File: src/rtl/iob_wishbone2iob.sv
// Wishbone B4 classic slave to IOb native master bridge: one outstanding
// transfer, timeout-to-error on a dead IOb slave, and master-abort tolerance.
module iob_wishbone2iob #(
    parameter int ADDR_W  = 32,
    parameter int DATA_W  = 32,
    parameter int TIMEOUT = 255
) (
    input  logic                  clk_i,
    input  logic                  arst_n_i,
    input  logic [ADDR_W-1:0]     wb_addr_i,
    input  logic [DATA_W-1:0]     wb_data_i,
    input  logic [DATA_W/8-1:0]   wb_select_i,
    input  logic                  wb_we_i,
    input  logic                  wb_cyc_i,
    input  logic                  wb_stb_i,
    output logic [DATA_W-1:0]     wb_data_o,
    output logic                  wb_ack_o,
    output logic                  wb_err_o,
    output logic                  valid_o,
    output logic [ADDR_W-1:0]     address_o,
    output logic [DATA_W-1:0]     wdata_o,
    output logic [DATA_W/8-1:0]   wstrb_o,
    input  logic [DATA_W-1:0]     rdata_i,
    input  logic                  ready_i
);

    // Timer holds 0..TIMEOUT-1; it is cleared whenever a transfer starts.
    localparam int TW = (TIMEOUT > 1) ? $clog2(TIMEOUT) : 1;
    localparam logic [TW-1:0] TO_LAST = TW'((TIMEOUT > 0) ? TIMEOUT - 1 : 0);

    typedef enum logic [1:0] {IDLE, REQ, WAIT, RESP} state_t;

    state_t              state_q;
    logic [TW-1:0]       timer_q;
    logic                we_q;
    logic                abort_q;
    logic                valid_q, ack_q, err_q;
    logic [DATA_W-1:0]   rdata_q, wdata_q;
    logic [ADDR_W-1:0]   addr_q;
    logic [DATA_W/8-1:0] wstrb_q;

    logic abort_d;
    logic timeout_hit;

    assign abort_d     = abort_q | ~wb_cyc_i;
    assign timeout_hit = (TIMEOUT != 0) && (timer_q == TO_LAST);

    always_ff @(posedge clk_i or negedge arst_n_i) begin
        if (!arst_n_i) begin
            state_q <= IDLE;
            timer_q <= '0;
            we_q    <= 1'b0;
            abort_q <= 1'b0;
            valid_q <= 1'b0;
            ack_q   <= 1'b0;
            err_q   <= 1'b0;
            rdata_q <= '0;
            wdata_q <= '0;
            addr_q  <= '0;
            wstrb_q <= '0;
        end else begin
            valid_q <= 1'b0;
            ack_q   <= 1'b0;
            err_q   <= 1'b0;
            case (state_q)
                IDLE: begin
                    if (wb_cyc_i && wb_stb_i) begin
                        addr_q  <= wb_addr_i;
                        wdata_q <= wb_data_i;
                        wstrb_q <= wb_we_i ? wb_select_i : '0;
                        we_q    <= wb_we_i;
                        timer_q <= '0;
                        abort_q <= 1'b0;
                        // A write with no byte lanes has nothing to send to IOb.
                        if (wb_we_i && wb_select_i == '0) begin
                            state_q <= RESP;
                            ack_q   <= 1'b1;
                            rdata_q <= '0;
                        end else begin
                            state_q <= REQ;
                            valid_q <= 1'b1;
                        end
                    end
                end
                REQ, WAIT: begin
                    if (ready_i || timeout_hit) begin
                        abort_q <= 1'b0;
                        if (abort_d) begin
                            state_q <= IDLE;
                        end else begin
                            state_q <= RESP;
                            ack_q   <= ready_i;
                            err_q   <= ~ready_i;
                            rdata_q <= (ready_i && !we_q) ? rdata_i : '0;
                        end
                    end else begin
                        state_q <= WAIT;
                        timer_q <= timer_q + TW'(1);
                        abort_q <= abort_d;
                    end
                end
                RESP: state_q <= IDLE;
                default: state_q <= IDLE;
            endcase
        end
    end

    assign wb_data_o = rdata_q;
    assign wb_ack_o  = ack_q;
    assign wb_err_o  = err_q;
    assign valid_o   = valid_q;
    assign address_o = addr_q;
    assign wdata_o   = wdata_q;
    assign wstrb_o   = wstrb_q;

endmodule

File: config.mk
export PLATFORM = sky130hd
export DESIGN_NAME = iob_wishbone2iob
export DESIGN_NICKNAME = d
export VERILOG_FILES = /design/src/rtl/iob_wishbone2iob.sv
export SDC_FILE = /design/constraint.sdc
export NUM_CORES = 1
export LEC_CHECK = 0
export ABC_AREA = 1
export CORE_MARGIN = 1.5
export CORE_UTILIZATION = 30
export CTS_CLUSTER_DIAMETER = 150
export DETAILED_ROUTE_END_ITERATION = 6
export PLACE_DENSITY = 0.71
export REMOVE_ABC_BUFFERS = 1
export SYNTH_ARGS = -nofsm -noshare
export SYNTH_HDL_FRONTEND = slang
export SYNTH_SLANG_ARGS = --single-unit
export TNS_END_PERCENT = 1
File: constraint.sdc
create_clock -name clk_i -period 1.65 [get_ports clk_i]
set_input_delay 0.33 -clock clk_i [delete_from_list [all_inputs] [get_ports clk_i]]
set_output_delay 0.33 -clock clk_i [all_outputs]
set_load 0.02 [all_outputs]
==> results of run 1 <==
final cells by class:
cell class / instances / area [µm²]
clock buffers: 19 / 443
clock inverters: 13 / 136
fillers: 1576 / 8410
inverters: 50 / 188
multi-input cells: 422 / 1890
flip-flops and latches: 115 / 2880
well taps: 220 / 275
repair buffers: 240 / 2370
path summary, 6_finish.rpt:
path                       slack, ns          start             to
max                             0.06     state_q[0]  wb_data_o[26]
min                             0.28       arst_n_i     wdata_o[0]
max reg2reg                     0.06     state_q[0]  wb_data_o[26]
min reg2reg                     0.46  address_o[10]  address_o[10]
max in group asynchronous       0.87       arst_n_i     timer_q[5]
min in group clk_i              0.46  address_o[10]  address_o[10]
routing by layer:
metal  track usage  part of all wire
met1         0.221              0.45
met2         0.269              0.46
met3        0.0537             0.080
met4        0.0543            0.0091
met5             0                 0
logic make-up (layout without fill, tap and decap cells):
family | count (synthesis) | in the layout | synth area share
AOI/OAI and AO/OA | 15 | 15 | 0.0162
adders and majority gates | 6 | 6 | 0.0148
xor gates and xnor gates | 2 | 2 | 0.00344
DFF | 115 | 115 | 0.566
and+or+nand+nor | 398 | 399 | 0.329
buffers and inverters | 81 | 322 | 0.0711
state kept, by name, indices dropped and copies added (netlist names):
signal and cells:
state_q 2, we_q 1, abort_q 1, wstrb_o 4, wb_ack_o 1, valid_o 1, address_o 32, wb_err_o 1
wb_data_o 32, timer_q 8, wdata_o 32
Yosys cell counts (all sizes together), types with 2 or more instances:
cell type	instances	area [µm²]
clkbuf	13	48.8
nor2	45	184
nand4	33	206
nand2	303	1160
o21ai	9	45.0
ha	6	75.1
nand3	15	110
buf	18	125
inv	50	188
a21oi	3	15.0
xor2	2	17.5
dfrtp	115	2880
stage by stage:
stage          power, mW  instance area (µm²)  TNS, ns
2_1_floorplan       7.94                 4910   -90.54
3_3_place_gp        11.6                 7580    -3.45
3_5_place_dp        11.8                 7580    -6.08
4_1_cts             14.7                 8050        0
5_1_grt             16.0                 8180   -0.289
6_report            15.0                 8180        0
cell usage in the layout, fill, tap and decap left out, types with 11 or more instances in the layout:
cell type,count
dfrtp_1,115
nand2_1,294
clkbuf_16,19
buf_4,18
inv_1,46
dlygate4sd2_1,103
nand3_1,11
buf_12,11
nor2_1,43
nand4_1,33
clkdlybuf4s50_1,104
where the power goes:
part           total [mW]  leakage, nW  internal (mW)  switching (mW)
registers            4.44         1.49           3.90           0.546
clock network        3.56        0.286           2.26            1.31
logic                7.01         2.70           2.72            4.30
timing repair:
action / CTS / global route
pin swaps: 0 / 5
buffers inserted: 0 / 5
hold buffers: 1 / 0
cloned: 0 / 4
resized for setup: 104 / 7
endpoints found under the hold margin: 113 / 0
endpoints found under the setup margin: 135 / 52
==> impl_metrics.csv, run 1 <==
group,metric,value,unit
setup_path,startpoint_type,"flop",
yosys,async_flop_share,1.00,
global_route,grt_pass1_vias,4625,
global_route,grt_pass1_wl,23900,µm
setup_path,required,1.95,ns
flow_run,max_cap_viol_count,0,
cts,cts_sinks,115,
setup_path,r2r_cells,10,
setup_path,crit_buf_inv,3,
route,drcViolationCount,0,
timing,clock.fmax,628,MHz
timing,finalClockSkew,0.00679,ns
final_layout,drive_above_1_share,0.0990,
yosys,syn_inst,617,
setup_path,cpPeakStageDelay,0.40,ns
setup_path,cp_num_cells,10,
yosys,yosysWarnings,0,
final_layout,n_antenna_cell,0,
setup_path,slowest_stage,"dfrtp_1",
global_route,grt_overflow,0,
yosys,synth.distinct_cells,26,
setup_path,cp_cell_sequence,"inv_2 > ha_4 > inv_2 > nor2_4 > nand3_4 > nand2_4 > nand3_4 > clkbuf_16 > nand2_1 > nand2_1",
route,routed_wl,15000,µm
pwr,p_per_area,1840,nW/µm²
outcome,outcome,"complete, no violations",
cts,htree_levels,4,
placed_design,port_buffers,208,
timing,hold_ws,0.279,ns
yosys,syn_area,5090,µm²
global_route,grt_antenna_before_repair,0,
timing,tightest_slew,0.286,ns
route,via_per_inst,4.42,
placed_design,gp_congestion,0.780,
final_layout,final_util,0.493,
global_route,gr-usage-all-layers,0.169,
timing,fin_ws,0.0571,ns
die,fp.dieArea,17700,µm²
timing,setup_violations,0,
yosys,synth_edf_count,0,
setup_path,cp.arrival,1.89,ns
die,die_w,133,µm
timing,rsz0062_at_grt,"yes",
cts,worstSkewPairLatency,0.40,ns
final_layout,nNetsFinal,958,
yosys,ys.flop_type,"dfrtp_1",
route,via_count,4765,
yosys,ys_seq_elements,115,
global_route,grt_max_degree,48,
route,drt_iter0_drc,162,
cts,cts_tree,"yes",
route,drt_pass1_iterations,4,
die,rows,47,
placed_design,dp.cells,1037,
die,io_pins,209,
pwr,ir_worst_vdd,0.880,mV
setup_path,crit_family,"simple AND/OR/NAND/NOR gates",
route,postRouteAntennaNets,0,
pwr,leakagePower,4.47,nW
cts,cts_buffer_depth,2,
setup_path,path_max_fanout,8,
placed_design,dp.final_hpwl,10000,µm
cts,clk_pin_slew,0.06,ns
timing,finalCritPeriodShare,0.965,
route,wl_per_cell,13.9,µm
final_layout,syn_to_final_growth,60.7,%
die,dieHeight,133,µm
timing,finalHoldViolCount,0,
cts,numCtsBuffers,17,
placed_design,dpl_worst_slack,-0.125,ns
yosys,syn_area_per_cell,8.24,µm²
setup_path,critical_path_class,"flop to flop",
die,start_util,0.307,
timing,final-max-slew-violation-count,0,
timing,min_period,1.59,ns
setup_path,crit_path_end_kind,"flop",
hold_path,hp-class,"input pin to asynchronous set/reset pin",
yosys,seq_area_frac_synth,0.566,
cts,cts-root-buf,"clkbuf_16",
die,core,16600,µm²
final_layout,layout.cells.non_filler,1079,
timing,slew_headroom,0.809,
No activity file was read; power rests on OpenSTA's default activity.
==> run 2: changes to the inputs <==
--- a/config.mk
+++ b/config.mk
@@ -6,7 +6,6 @@
 export NUM_CORES = 1
 export LEC_CHECK = 0
 export ABC_AREA = 1
-export CORE_MARGIN = 1.5
 export CORE_UTILIZATION = 30
 export CTS_CLUSTER_DIAMETER = 150
 export DETAILED_ROUTE_END_ITERATION = 6
==> impl_metrics.csv, run 2 (synthesized netlist as in run 1, its figures left out) <==
group,metric,value,unit
outcome,outcome,"complete, no violations",
setup_path,crit_family,"simple AND/OR/NAND/NOR gates",
timing,hold_ws,0.458,ns
pwr,clkPwrFrac,0.261,
placed_design,dp.final_hpwl,9860,µm
final_layout,nNetsFinal,955,
route,drt_iter0_drc,185,
placed_design,placedInstanceArea,7540,µm²
cts,cts_buffer_depth,2,
final_layout,drive_above_1_share,0.104,
timing,finalCritPeriodShare,0.964,
setup_path,slowest_stage,"dfrtp_1",
die,fp.dieArea,17500,µm²
cts,cts_sinks,115,
timing,fin_ws,0.0590,ns
route,routed_wl,14800,µm
final_layout,n_antenna_cell,0,
die,core,16600,µm²
die,dieHeight,132,µm
pwr,ir_worst_vdd,0.838,mV
setup_path,cp_num_cells,10,
timing,tightest_slew,0.334,ns
setup_path,crit_top_cell,"nand3_4",
timing,clock.fmax,629,MHz
route,drcViolationCount,0,
setup_path,path_max_fanout,8,
timing,final-max-slew-violation-count,0,
final_layout,final_cell_mix,"289 x nand2_1, 115 x dfrtp_1, 104 x clkdlybuf4s50_1",
cts,clk_pin_slew,0.06,ns
die,rows,47,
route,drt_pass1_iterations,4,
pwr,comb_power_share,0.453,
cts,htree_levels,4,
route,via_count,4727,
global_route,grt_overflow,0,
setup_path,critical_path_class,"flop to flop",
global_route,grt_max_degree,69,
route,wl_per_cell,13.7,µm
setup_path,crit_buf_inv,3,
route,postRouteAntennaNets,0,
setup_path,crit_path_end_kind,"flop",
die,start_util,0.307,
setup_path,required,1.95,ns
pwr,p_per_area,1880,nW/µm²
final_layout,mostFrequentLayoutCell,"nand2_1",
global_route,grt_pass1_vias,4660,
global_route,grt_pass1_wl,23900,µm
pwr,leakagePower,4.48,nW
setup_path,cp_cell_sequence,"inv_2 > ha_4 > inv_4 > nor2_4 > nand3_4 > nand2_4 > nand3_4 > clkbuf_16 > nand2_2 > nand2_1",
setup_path,cpPeakStageDelay,0.38,ns
timing,finalClockSkew,0.00570,ns
placed_design,gp_congestion,0.788,
hold_path,hp-class,"input pin to flop",
die,die_w,132,µm
timing,finalSetupTns,0,ns
cts,worstSkewPairLatency,0.41,ns
global_route,gr-usage-all-layers,0.175,
setup_path,startpoint_type,"flop",
pwr,power,15.5,mW
cts,cts-root-buf,"clkbuf_16",
timing,setup_violations,0,
setup_path,r2r_cells,10,
flow_run,max_cap_viol_count,0,
pwr,swShare,0.399,
pwr,internal-power,9.32,mW
timing,min_period,1.59,ns
global_route,grt_antenna_before_repair,0,
cts,numCtsBuffers,17,
cts,cts_tree,"yes",
hold_path,min_path_cells,3,
pwr,p_seq_frac,0.286,
placed_design,port_buffers,208,
setup_path,cp.arrival,1.89,ns
die,io_pins,209,
route,via_per_inst,4.39,
timing,rsz0062_at_grt,"yes",
pwr,netSwitchingPower,6.18,mW
final_layout,syn_to_final_growth,61.8,%
final_layout,stdcell_area,8230,µm²
placed_design,dpl_worst_slack,-0.156,ns
timing,finalHoldViolCount,0,
timing,slew_headroom,0.777,
run 2: worst register-to-register path: stages (launching register included):
cell       delay, ns
dfrtp_1         0.38
inv_2           0.09
ha_4            0.15
inv_4           0.04
nor2_4          0.13
nand3_4         0.11
nand2_4         0.12
nand3_4         0.14
clkbuf_16       0.22
nand2_2         0.06
nand2_1         0.04
run 2: through the flow:
step / std cells / util
5_1_grt: 1076 / 0.496
6_report: 1076 / 0.496
3_3_place_gp: 1036 / 0.455
3_5_place_dp: 1036 / 0.455
2_1_floorplan: 586 / -
4_1_cts: 1069 / 0.487
run 2: final cells by class:
cell class | instances | area [µm²]
Clock buffer | 18 | 429
Clock inverter | 14 | 226
Fill cell | 1602 | 8350
Inverter | 50 | 190
Multi-Input combinational cell | 421 | 1900
Sequential cell | 115 | 2880
Tap cell | 220 | 275
Timing Repair Buffer | 238 | 2330
run 2: power by group through the flow:
stage	logic [mW]	registers, mW	clock network, mW
6_report	7.02	4.44	4.05
3_3_place_gp	7.09	4.48	0
2_1_floorplan	2.23	5.71	0
3_5_place_dp	7.22	4.50	0
4_1_cts	6.54	4.44	4.15
5_1_grt	7.64	4.59	4.28
run 2: layer usage:
metal  up-vias  global-route usage  routed length [µm]
met2       176               0.273                6780
met5         -                   0                   0
met1      2181               0.235                6850
met4         0              0.0613                 169
li1       2356                   -                   -
met3        14              0.0477                1000
run 2: final timing paths:
check,slack (ns),to,from
min reg2reg,0.46,address_o[10],address_o[10]
max in group asynchronous,0.87,address_o[14],arst_n_i
max reg2reg,0.06,wb_data_o[26],state_q[0]
min,0.46,wdata_o[29],wb_data_i[29]
min in group asynchronous,0.49,address_o[21],arst_n_i
max,0.06,wb_data_o[26],state_q[0]
run 2: repair_timing:
action | CTS | global route
endpoints found under the hold margin | 115 | 0
hold buffers | 1 | 0
endpoints found under the setup margin | 104 | 66
pin swaps | 0 | 4
buffers inserted | 0 | 4
gates resized for setup | 104 | 17
gates cloned | 0 | 3
==> run 3: changes to the inputs <==
--- a/config.mk
+++ b/config.mk
@@ -6,10 +6,11 @@
 export NUM_CORES = 1
 export LEC_CHECK = 0
 export ABC_AREA = 1
-export CORE_UTILIZATION = 30
+export CORE_MARGIN = 5
+export CORE_UTILIZATION = 39
 export CTS_CLUSTER_DIAMETER = 150
 export DETAILED_ROUTE_END_ITERATION = 6
-export PLACE_DENSITY = 0.71
+export PLACE_DENSITY = 0.86
 export REMOVE_ABC_BUFFERS = 1
 export SYNTH_ARGS = -nofsm -noshare
 export SYNTH_HDL_FRONTEND = slang
==> impl_metrics.csv, run 3 (synthesized netlist as in run 1, its figures left out) <==
group,metric,value,unit
pwr,leakagePower,4.39,nW
final_layout,nNetsFinal,950,
route,via_per_inst,4.63,
cts,cts_tree,"yes",
final_layout,n_antenna_cell,0,
placed_design,dp.final_hpwl,10800,µm
route,drt_pass1_iterations,4,
route,wl_per_cell,14.7,µm
cts,numCtsBuffers,17,
final_layout,drive_above_1_share,0.0871,
timing,clock.fmax,646,MHz
timing,min_period,1.55,ns
die,dieHeight,124,µm
pwr,clkPwrFrac,0.224,
placed_design,port_buffers,208,
setup_path,crit_family,"simple AND/OR/NAND/NOR gates",
final_layout,mostFrequentLayoutCell,"nand2_1",
pwr,p_per_area,1810,nW/µm²
die,die_w,124,µm
setup_path,critical_path_class,"flop to flop",
timing,finalClockSkew,0.00527,ns
timing,slew_headroom,0.755,
die,io_pins,209,
cts,cts-root-buf,"clkbuf_16",
placed_design,dpl_worst_slack,-0.130,ns
placed_design,placedInstanceArea,7480,µm²
cts,cts_sinks,115,
setup_path,slowest_stage,"dfrtp_1",
pwr,netSwitchingPower,5.92,mW
die,fp.dieArea,15400,µm²
route,routed_wl,15100,µm
final_layout,final_cell_mix,"297 x nand2_1, 115 x dfrtp_1, 104 x clkdlybuf4s50_1",
route,via_count,4729,
die,core,12700,µm²
pwr,p_seq_frac,0.310,
die,start_util,0.400,
cts,worstSkewPairLatency,0.40,ns
global_route,grt_max_degree,67,
setup_path,cp.arrival,1.84,ns
setup_path,path_max_fanout,16,
global_route,grt_overflow,0,
pwr,internal-power,8.44,mW
cts,clk_pin_slew,0.05,ns
timing,setup_violations,0,
timing,final-max-slew-violation-count,0,
cts,htree_levels,4,
setup_path,crit_path_end_kind,"flop",
die,rows,41,
route,highest_layer,"met4",
pwr,ir_worst_vdd,0.742,mV
route,drt-met1-wl,6430,µm
setup_path,startpoint_type,"flop",
route,drcViolationCount,0,
setup_path,cp-startpoint,"state_q[0]",
setup_path,cp_cell_sequence,"inv_2 > ha_4 > inv_2 > nor2_4 > nand3_2 > nand2_4 > nand3_4 > clkbuf_16 > nand2_1 > nand2_1",
global_route,grt_pass1_wl,24400,µm
setup_path,crit_buf_inv,3,
pwr,power,14.4,mW
hold_path,hp-start,"address_o[24]",
final_layout,syn_to_final_growth,56.3,%
timing,finalHoldViolCount,0,
pwr,comb_power_share,0.466,
route,dr_wl_met3,1160,µm
flow_run,max_cap_viol_count,0,
cts,cts_buffer_depth,2,
route,drt_iter0_drc,199,
global_route,grt_pass1_vias,4692,
outcome,outcome,"complete, no violations",
route,postRouteAntennaNets,0,
final_layout,stdcell_area,7950,µm²
timing,fin_ws,0.102,ns
placed_design,gp_congestion,0.792,
timing,finalCritPeriodShare,0.938,
timing,rsz0062_at_grt,"no",
global_route,gr-usage-all-layers,0.195,
route,wl_met2,7220,µm
timing,tightest_slew,0.368,ns
setup_path,rr_startpoint,"state_q[0]",
final_layout,fillers,1072,
hold_path,hp-class,"flop to flop",
global_route,grt_antenna_before_repair,0,
setup_path,cpPeakStageDelay,0.38,ns
pwr,swShare,0.412,
setup_path,required,1.94,ns
run 3: area by class of cell:
cell class / instances / area (µm²) / area share
multi-input combinational: 421 / 1870 / 0.235
sequential: 115 / 2880 / 0.362
clock buffer: 21 / 470 / 0.0592
inverter: 50 / 188 / 0.0236
tap: 172 / 215 / 0.0271
timing repair buffer: 233 / 2270 / 0.286
clock inverter: 10 / 60.1 / 0.00756
run 3: power by group through the flow:
stage          registers, mW  logic, mW  clock network (mW)
2_1_floorplan           5.71       2.23                   0
3_3_place_gp            4.50       7.06                   0
3_5_place_dp            4.53       7.28                   0
4_1_cts                 4.46       6.62                3.30
5_1_grt                 4.59       7.32                3.43
6_report                4.46       6.69                3.21
run 3: worst paths after layout:
kind	to	slack [ns]	cells after the start
worst max-delay path	wb_data_o[28]	0.10	10
worst min-delay path	address_o[24]	0.46	2
worst max register to register	wb_data_o[28]	0.10	10
worst min register to register	address_o[24]	0.46	2
max in group asynchronous	address_o[12]	0.82	3
min in group asynchronous	address_o[18]	0.48	3
run 3: timing repair:
| item | in CTS | in global routing |
|---|---|---|
| setup buffers | 0 | 1 |
| pin swaps | 0 | 0 |
| hold endpoints to repair | 115 | 0 |
| hold buffers | 1 | 0 |
| cloned | 0 | 1 |
| setup endpoints to repair | 103 | 42 |
| gates resized for setup | 103 | 6 |
run 3: per-layer routing:
layer | global-route usage | up-vias
met5 | 0 | -
met4 | 0.0632 | 0
met1 | 0.245 | 2174
met2 | 0.318 | 186
li1 | - | 2345
met3 | 0.0669 | 24
run 3: worst min-delay path, stage by stage, from the launching register on:
cell     delay (ns)
dfrtp_1        0.33
nand2_1        0.05
nand2_1        0.04
run 3: through the flow:
stage                     setup TNS, ns  utilization  hold slack [ns]  cells
after floorplan                  -90.54            -           0.0344    586
after global placement            -3.33        0.588            0.344    988
after detailed placement          -6.85        0.588            0.349    988
after CTS                             0        0.621            0.441   1020
after global routing                  0        0.625            0.459   1022
final                                 0        0.625            0.461   1022
